`config.mk`:
```
export PLATFORM = sky130hd
export DESIGN_NAME = sipo_deserializer
export DESIGN_NICKNAME = d
export VERILOG_FILES = /design/src/rtl/sipo_deserializer.sv
export SDC_FILE = /design/constraint.sdc
export NUM_CORES = 1
export LEC_CHECK = 0
export CORE_AREA = 2 2 39 41
export DETAILED_ROUTE_END_ITERATION = 10
export DIE_AREA = 0 0 41 43
export HOLD_SLACK_MARGIN = 0.03
export PLACE_DENSITY_LB_ADDON = 0.3
export SLEW_MARGIN = 25
export SYNTH_ARGS = -nofsm -noshare
export SYNTH_HDL_FRONTEND = slang
export SYNTH_SLANG_ARGS = --single-unit
```
`constraint.sdc`:
```
create_clock -name Clock -period 1.4 [get_ports Clock]
set_clock_uncertainty 0.1 [all_clocks]
set_input_delay 0.14 -clock Clock [delete_from_list [all_inputs] [get_ports Clock]]
set_output_delay 0.14 -clock Clock [all_outputs]
set_load 0.01 [all_outputs]
```
`src/rtl/sipo_deserializer.sv`:
```
// Serial-in, parallel-out receiver: rebuilds WIDTH-bit words from an MSB-first
// bit stream framed by Start/Shift_En, with a valid/ack output slot and sticky overrun.
module sipo_deserializer #(
    parameter int WIDTH = 4
) (
    input  logic             Clock,
    input  logic             Clear,
    input  logic             SI,
    input  logic             Shift_En,
    input  logic             Start,
    input  logic             Data_Ack,
    output logic [WIDTH-1:0] Data_Out,
    output logic             Data_Valid,
    output logic             Busy,
    output logic             Overrun
);

    localparam int CNT_W = (WIDTH > 1) ? $clog2(WIDTH) : 1;
    localparam logic [CNT_W-1:0] LAST_BIT = CNT_W'(WIDTH - 1);

    typedef enum logic {
        IDLE,
        SHIFT
    } state_e;

    state_e             state_q, state_d;
    logic [WIDTH-1:0]   sh_q, sh_d;
    logic [CNT_W-1:0]   cnt_q, cnt_d;
    logic [WIDTH-1:0]   data_q, data_d;
    logic               valid_q, valid_d;
    logic               ovr_q, ovr_d;
    logic [WIDTH-1:0]   word;

    assign word = {sh_q[WIDTH-2:0], SI};

    // NOTE: every next-state signal gets its hold value first so no path leaves it unassigned (no latches).
    always_comb begin
        state_d = state_q;
        sh_d    = sh_q;
        cnt_d   = cnt_q;
        data_d  = data_q;
        valid_d = valid_q;
        ovr_d   = ovr_q;

        if (valid_q && Data_Ack) begin
            valid_d = 1'b0;
        end

        if (Shift_En) begin
            if (Start) begin
                // A Start in SHIFT silently abandons the partial word.
                sh_d    = {{(WIDTH-1){1'b0}}, SI};
                cnt_d   = CNT_W'(1);
                state_d = SHIFT;
            end else if (state_q == SHIFT) begin
                sh_d = word;
                if (cnt_q == LAST_BIT) begin
                    state_d = IDLE;
                    cnt_d   = '0;
                    if (!valid_q || Data_Ack) begin
                        data_d  = word;
                        valid_d = 1'b1;
                    end else begin
                        ovr_d = 1'b1;
                    end
                end else begin
                    cnt_d = cnt_q + CNT_W'(1);
                end
            end
        end
    end

    // NOTE: sequential state uses non-blocking assignments so all registers update together.
    always_ff @(posedge Clock or posedge Clear) begin
        if (Clear) begin
            state_q <= IDLE;
            sh_q    <= '0;
            cnt_q   <= '0;
            data_q  <= '0;
            valid_q <= 1'b0;
            ovr_q   <= 1'b0;
        end else begin
            state_q <= state_d;
            sh_q    <= sh_d;
            cnt_q   <= cnt_d;
            data_q  <= data_d;
            valid_q <= valid_d;
            ovr_q   <= ovr_d;
        end
    end

    assign Data_Out   = data_q;
    assign Data_Valid = valid_q;
    assign Busy       = (state_q == SHIFT);
    assign Overrun    = ovr_q;

endmodule
```
After elaboration in Yosys (flattened, before gate mapping)
Cells that the tools add are included.

word-level totals
  register bits after elaboration = 12
  input bits = 6
  logic and storage cells = 31

operators by class
  add/sub/neg operators = 1
  eq/ne operators = 1
  muxes and demuxes = 14
  bitwise logic cells = 2
  reduce and logical (&&, ||, !) cells = 7

operators with widths
  kind                   count
  $reduce_and A5 Y1      2
  $mux W1                9
  $mux W2                3
  $mux W3                2
  $add A2 B1 Y2 const B  1
  $eq A2 B2 Y1 const B   1
  $not A1 Y1             2
  $reduce_and A2 Y1      1
  $reduce_bool A2 Y1     1
  $logic_and A1 B1 Y1    1
  $logic_not A1 Y1       1
  $logic_or A1 B1 Y1     1

Depth between registers and ports, before layout
Gate-level depths: netlist of the first run.

  depth after elaboration = 7
  depth in mapped cells = 4
  gate-level depth less buffers = 4

Least setup slack after synthesis of the first run
Ideal clock, no wire load.

  path kind = reg2reg
  from = register cnt_q[0]
  to = register data_q[0] (netlist: Data_Out[0])
  setup time = 0.125 ns
  arrival = 1.197 ns
  required time = 1.175 ns
  setup slack = -0.022 ns
  cell stages (with the launch flop) = 5
  path buffers = 0
  period minus slack after synthesis = 1.422 ns
  cells stage by stage = dfrtp_1 -> ha_1 -> nand4b_4 -> nor2b_4 -> mux2_2

between the ends
  longest elaborated chain between the ends = 2

ends and longest elaborated chain
  what                         RTL line  text
  from (decl)                  28        logic [CNT_W-1:0] cnt_q, cnt_d;
  from (signal assigned)       85        cnt_q <= cnt_d;
  $eq A2 B2 Y1                 57        if (cnt_q == LAST_BIT) begin
  $reduce_and A5 Y1 (no line)  -
  to (signal assigned)         86        data_q <= data_d;
  to (decl)                    29        logic [WIDTH-1:0] data_q, data_d;

Every way passes these cells.
A chain may end at the register's enable or synchronous reset.

Worst setup path in the final report of the first run
  from = register cnt_q[1]
  to = register data_q[0] (netlist: Data_Out[0])

Same word-level chain as after synthesis.

==> run_results.csv, run 1 <==
group,metric,value,unit
critical_path,cp-end-kind,"flop",
layout,areaGrowthSynthToFinish,61.31,%
floorplan,die-area,1763,um^2
power_and_ir_drop,switching_share,28.56,%
floorplan,die_y,43,um
yosys,synth-simple-area-share,15.33,%
sta,hold_viol_final,0,
floorplan,rows,14,
clock_network,clockRootBuffer,"clkbuf_4",
sta,fin_crit,1.414,ns
global_routing,grt_pass1_vias,388,
yosys,synth_top_family_by_area,"simple AND/OR/NAND/NOR gates",
yosys,synthCells,39,
place,portBuffers,12,
floorplan,pin_count,13,
power_and_ir_drop,pwr-share-clk,20.3,%
yosys,syn_nets,46,
yosys,synth_mux_area_share,10.95,%
routing,ant_nets,0,
run_status,failed_checks,"negative setup slack",
routing,drt-wirelength-per-cell,12.05,um
sta,timing.fmax,0.7071,GHz
critical_path,r2r_setup_slack,-0.01,ns
place,pre_cts_slack,-0.2247,ns
global_routing,grt_pass1_wl,1683,um
critical_path,crit-reg2reg-capture,"Data_Out[0]",
layout,num-nets-final,77,
routing,via_per_inst,4.706,
critical_path,arrival,1.48,ns
place,gp_congestion,0.6951,
power_and_ir_drop,comb_power_share,40.7,%
floorplan,start_util,37.16,%
critical_path,r2r_cells,4,
clock_network,htreeDepth,1,
routing,route.detailed.drc,0,
clock_network,cts_buffers,3,
sta,post-route-period-util,101.0,%
yosys,syn_area_per_cell,13.19,um^2
layout,layout-drive-gt1-share,39.13,%
critical_path,critPathKind,"reg2reg",
critical_path,cp-start-kind,"flop",
clock_network,cts_hold_buf,0,
floorplan,coreArea,1384,um^2
global_routing,grt.overflow.total,0,
yosys,netlist_area,514.2,um^2
power_and_ir_drop,fin_total_pwr,1360,uW
worst_hold_path,min_path_type,"in2async",
global_routing,grt_util_all_layers,14.61,%
run,drv_cap,0,
yosys,synth_compound_area_share,11.44,%
yosys,synthAdderAreaFrac,2.433,%
power_and_ir_drop,power.share.sequential,38.9,%
clock_network,cts.path.max_buffers,2,
run_status,outcome,"complete, but fails checks",
global_routing,grt_max_degree,13,
routing,vias,400,
floorplan,die_w,41,um
sta,max_slew_margin,69.64,%
routing,wl,1024,um
clock_network,clk_pin_slew,0.08,ns
sta,worst_pin_slew,0.4549,ns
clock_network,cts.sinks,12,
sta,setup_viol,4,
routing,drt_iter0_markers,2,
routing,firstDrtPassIters,4,
sta,slew_violations,0,
power_and_ir_drop,ir_worst_vdd,0.7530,mV
place,dp.cells,77,
power_and_ir_drop,p_sw,388.3,uW
sta,finalSetupTns,-0.04430,ns
yosys,synth_xor_area_share,0,%
sta,worst_slack,-0.01426,ns
place,hpwlAfterDp,756.8,um
layout,layoutNonFillerInstCount,85,
critical_path,r2r-start,"cnt_q[1]",
power_and_ir_drop,power.internal,971.4,uW
layout,diodes,0,
yosys,ys_seq_area_share,58.39,%
critical_path,crit_path_max_fanout,4,
clock_network,cts_tree,"yes",
sta,rsz0062_at_grt,"true",
critical_path,critPathRequiredTime,1.46,ns
clock_network,worstSkewPairLatency,0.27,ns
yosys,yosys_warnings,0,
yosys,ys_ff_latch,12,
critical_path,crit_path_start,"cnt_q[1]",
global_routing,antenna_found_initial,0,
power_and_ir_drop,pwr_density_cell,1639,nW/um^2
power_and_ir_drop,leakage,0.0004637,uW
yosys,post_synth_num_cell_types,17,
-- how the worst max path moves through the flow --
stage	endpoint	slack, ns	cells past startpoint
2_1_floorplan	Data_Out[0]	0.02	4
3_3_place_gp	Data_Out[0]	-0.18	4
3_5_place_dp	Data_Out[2]	-0.22	4
4_1_cts	Data_Out[2]	-0.05	4
5_1_grt	Data_Out[0]	-0.08	4
6_report	Data_Out[0]	-0.01	4
-- critical path, stage by stage (launching register included) --
cell and delay [ns]:
dfrtp_1 0.40, ha_4 0.17, nand4b_4 0.11, nor2b_4 0.21, mux2_4 0.32
-- cell type report --
type	count	area, um^2
Inverter	2	7.507
Multi-Input combinational cell	25	234.0
Fill cell	126	554.3
Clock buffer	4	36.28
Tap cell	16	20.02
Sequential cell	12	300.3
Timing Repair Buffer	26	231.5
-- power by group through the flow --
stage | Combinational [uW] | Sequential (uW) | Clock, uW
finish | 554 | 529 | 276
global route | 609 | 541 | 292
CTS | 514 | 530 | 279
detailed placement | 496 | 548 | 0
global placement | 494 | 545 | 0
floorplan | 190 | 579 | 0
-- sequential cells by signal, indices dropped and copies added (netlist names) --
name        flops
sh_q            3
Busy            1
Data_Valid      1
Data_Out        4
Overrun         1
cnt_q           2
-- cell usage in the layout (no fill, tap or decap), drive strengths merged --
master / synthesis / routed
buf: 0 / 14
dfrtp: 12 / 12
nand2: 5 / 5
clkdlybuf4s50: 0 / 5
mux2: 5 / 5
dlymetal6s2s: 0 / 4
clkbuf: 0 / 4
dlygate4sd2: 0 / 3
a22o: 3 / 3
inv: 2 / 2
o21ai: 2 / 2
nand4b: 1 / 1
nand2b: 1 / 1
nor2b: 1 / 1
o21bai: 1 / 1
nor2: 1 / 1
nand3: 1 / 1
o21a: 1 / 1
o22ai: 1 / 1
nor3b: 1 / 1
ha: 1 / 1
-- per-stage QoR --
stage                     hold WS [ns]  util, %  instance area (um^2)
after floorplan               -0.09530        -                 526.8
after detailed placement        0.3772    53.62                 742.0
after global routing            0.1282    59.95                 829.5
after global placement          0.3607    53.62                 742.0
after CTS                      0.09002    57.32                 793.3
final                          0.06869    59.95                 829.5
-- cell families (layout without fill, tap and decap cells) --
group,count (synthesis),after routing
DFF,12,12
and+or+nand+nor,11,11
AOI/OAI and AO/OA,8,8
muxes,5,5
buffers and inverters,2,32
adders and majority gates,1,1
-- layer usage --
metal  share of wire [%]  vias to the layer above  wire length [um]  global-route usage [%]
met2                  45                       13               460                   20.00
met1                  47                      183               486                   20.75
met5                   0                        -                 0                       0
li1                    -                      199                 -                       -
met4                 1.9                        0                19                   8.000
met3                 5.6                        5                57                   3.141
-- cell usage after synthesis, drive strengths merged --
cell	number	area [um^2]
mux2	5	56.30
nand2	5	18.77
o22ai	1	6.260
o21bai	1	7.510
nor2	1	3.750
dfrtp	12	300.3
nand3	1	5.000
o21a	1	7.510
nand2b	1	6.260
a22o	3	27.53
inv	2	7.510
nor3b	1	7.510
nor2b	1	13.76
o21ai	2	10.01
ha	1	12.51
nand4b	1	23.77
-- what timing repair did --
action | CTS | global route
pin swaps | 1 | 2
gates resized for setup | 5 | 7
gates cloned | 0 | 0
endpoints found under the setup margin | 7 | 8
setup buffers | 2 | 2
Note: power is estimated with default switching activity, not from simulation.
==> run 2: changes to the inputs <==
--- a/config.mk
+++ b/config.mk
@@ -10,6 +10,7 @@
 export DIE_AREA = 0 0 41 43
 export HOLD_SLACK_MARGIN = 0.03
 export PLACE_DENSITY_LB_ADDON = 0.3
+export SKIP_CTS_REPAIR_TIMING = 1
 export SLEW_MARGIN = 25
 export SYNTH_ARGS = -nofsm -noshare
 export SYNTH_HDL_FRONTEND = slang
==> run_results.csv, run 2 (synthesized netlist as in run 1, its figures left out) <==
group,metric,value,unit
sta,worst_slack,-0.03072,ns
layout,final_cell_area,823.3,um^2
place,hpwlAfterDp,756.8,um
place,gp_congestion,0.6951,
sta,setup_viol,3,
clock_network,worstSkewPairLatency,0.27,ns
floorplan,pin_count,13,
routing,ant_nets,0,
clock_network,cts.path.max_buffers,2,
power_and_ir_drop,ir_worst_vdd,0.7653,mV
routing,wl,1022,um
global_routing,grt_pass1_wl,1676,um
layout,layout-drive-gt1-share,39.71,%
clock_network,cts_buffers,3,
clock_network,cts.sinks,12,
worst_hold_path,min_path_type,"in2async",
layout,layout_common_cells,"buf_4, dfrtp_1, dlymetal6s2s_1",
run_status,failed_checks,"negative setup slack",
place,placed_area,742.0,um^2
critical_path,crit_path_max_fanout,4,
critical_path,cp-start-kind,"flop",
routing,drt_iter0_markers,2,
power_and_ir_drop,leakage,0.0004788,uW
layout,largest_reg_flops,4,
sta,hold_viol_final,0,
routing,route.detailed.drc,0,
run,drv_cap,0,
critical_path,arrival,1.49,ns
sta,max_slew_margin,69.87,%
sta,post-route-period-util,102.2,%
run_status,outcome,"complete, but fails checks",
floorplan,die_y,43,um
clock_network,cts_tree,"yes",
clock_network,clk_pin_slew,0.08,ns
floorplan,die_w,41,um
critical_path,cpMaxStageDelayCell,"dfrtp_1",
floorplan,rows,14,
routing,firstDrtPassIters,4,
sta,fin_crit,1.431,ns
layout,areaGrowthSynthToFinish,60.10,%
critical_path,crit_path_cell_trace,"ha_4, nand4b_4, nor2b_4, mux2_2",
global_routing,antenna_found_initial,0,
layout,final_core_util,59.49,%
place,portBuffers,12,
layout,layout_commonest_cell,"buf_4",
global_routing,grt_pass1_vias,386,
routing,vias,387,
critical_path,critPathMaxStageDelay,0.40,ns
clock_network,clockRootBuffer,"clkbuf_4",
global_routing,grt_util_all_layers,14.50,%
layout,num-nets-final,76,
routing,via_per_inst,4.607,
place,pre_cts_slack,-0.2247,ns
floorplan,start_util,37.16,%
power_and_ir_drop,fin_total_pwr,1343,uW
power_and_ir_drop,pwr_density_cell,1631,nW/um^2
floorplan,coreArea,1384,um^2
sta,rsz0062_at_grt,"true",
critical_path,cp-end-kind,"flop",
sta,worst_pin_slew,0.4514,ns
clock_network,htreeDepth,1,
routing,drt-wirelength-per-cell,12.17,um
critical_path,critPathRequiredTime,1.46,ns
critical_path,critPathKind,"reg2reg",
sta,timing.fmax,0.6989,GHz
global_routing,grt.overflow.total,0,
global_routing,grt_max_degree,13,
sta,slew_violations,0,
floorplan,die-area,1763,um^2
layout,diodes,0,
==> run 2: cell count changes in the layout (fill, tap and decap cells not counted), sizes merged <==
cell / change
dlygate4sd2: -3
dlymetal6s2s: +3
buf: -1
==> run 2: layer usage <==
metal  global-route usage (%)  wire length [um]  vias to the layer above
li1                         -                 -                      197
met1                    20.41               492                      176
met2                    20.00               470                       14
met3                    3.141                59                        0
met4                    8.000                 0                        0
met5                        0                 0                        -
==> run 2: critical path, delay by kind of cell, from the launching register on <==
family,cells,cell delay [ns]
DFF,1,0.40
muxes,1,0.35
and+or+nand+nor,2,0.31
adders and majority gates,1,0.17
==> run 2: cell type report <==
class | count | area (um^2)
multi-input cells | 25 | 222.7
flip-flops and latches | 12 | 301.5
well taps | 16 | 20.02
inverters | 2 | 7.507
repair buffers | 25 | 235.2
fillers | 123 | 560.5
clock buffers | 4 | 36.28
==> run 2: stage by stage <==
stage	instances	hold WS, ns	setup TNS, ns
floorplan	39	-0.09530	0
global placement	77	0.3607	-0.9236
detailed placement	77	0.3772	-1.265
CTS	81	0.09002	-0.4146
global route	84	0.1321	-0.2850
finish	84	0.06813	-0.07470
==> run 2: worst paths after layout <==
check	cells past startpoint	from	slack (ns)	to
worst max register to register	4	cnt_q[0]	-0.03	Data_Out[0]
max in group asynchronous	2	Clear	0.79	Busy
min in group Clock	1	Overrun	0.38	Overrun
worst min register to register	1	Overrun	0.38	Overrun
worst min-delay path	2	Clear	0.07	Data_Out[2]
worst max-delay path	4	cnt_q[0]	-0.03	Data_Out[0]
==> run 2: power by group <==
group | switching [uW] | total (uW) | internal, uW
Sequential | 69.4 | 529 | 460
Combinational | 193 | 536 | 343
Clock | 120 | 278 | 158
Total | 382 | 1340 | 961
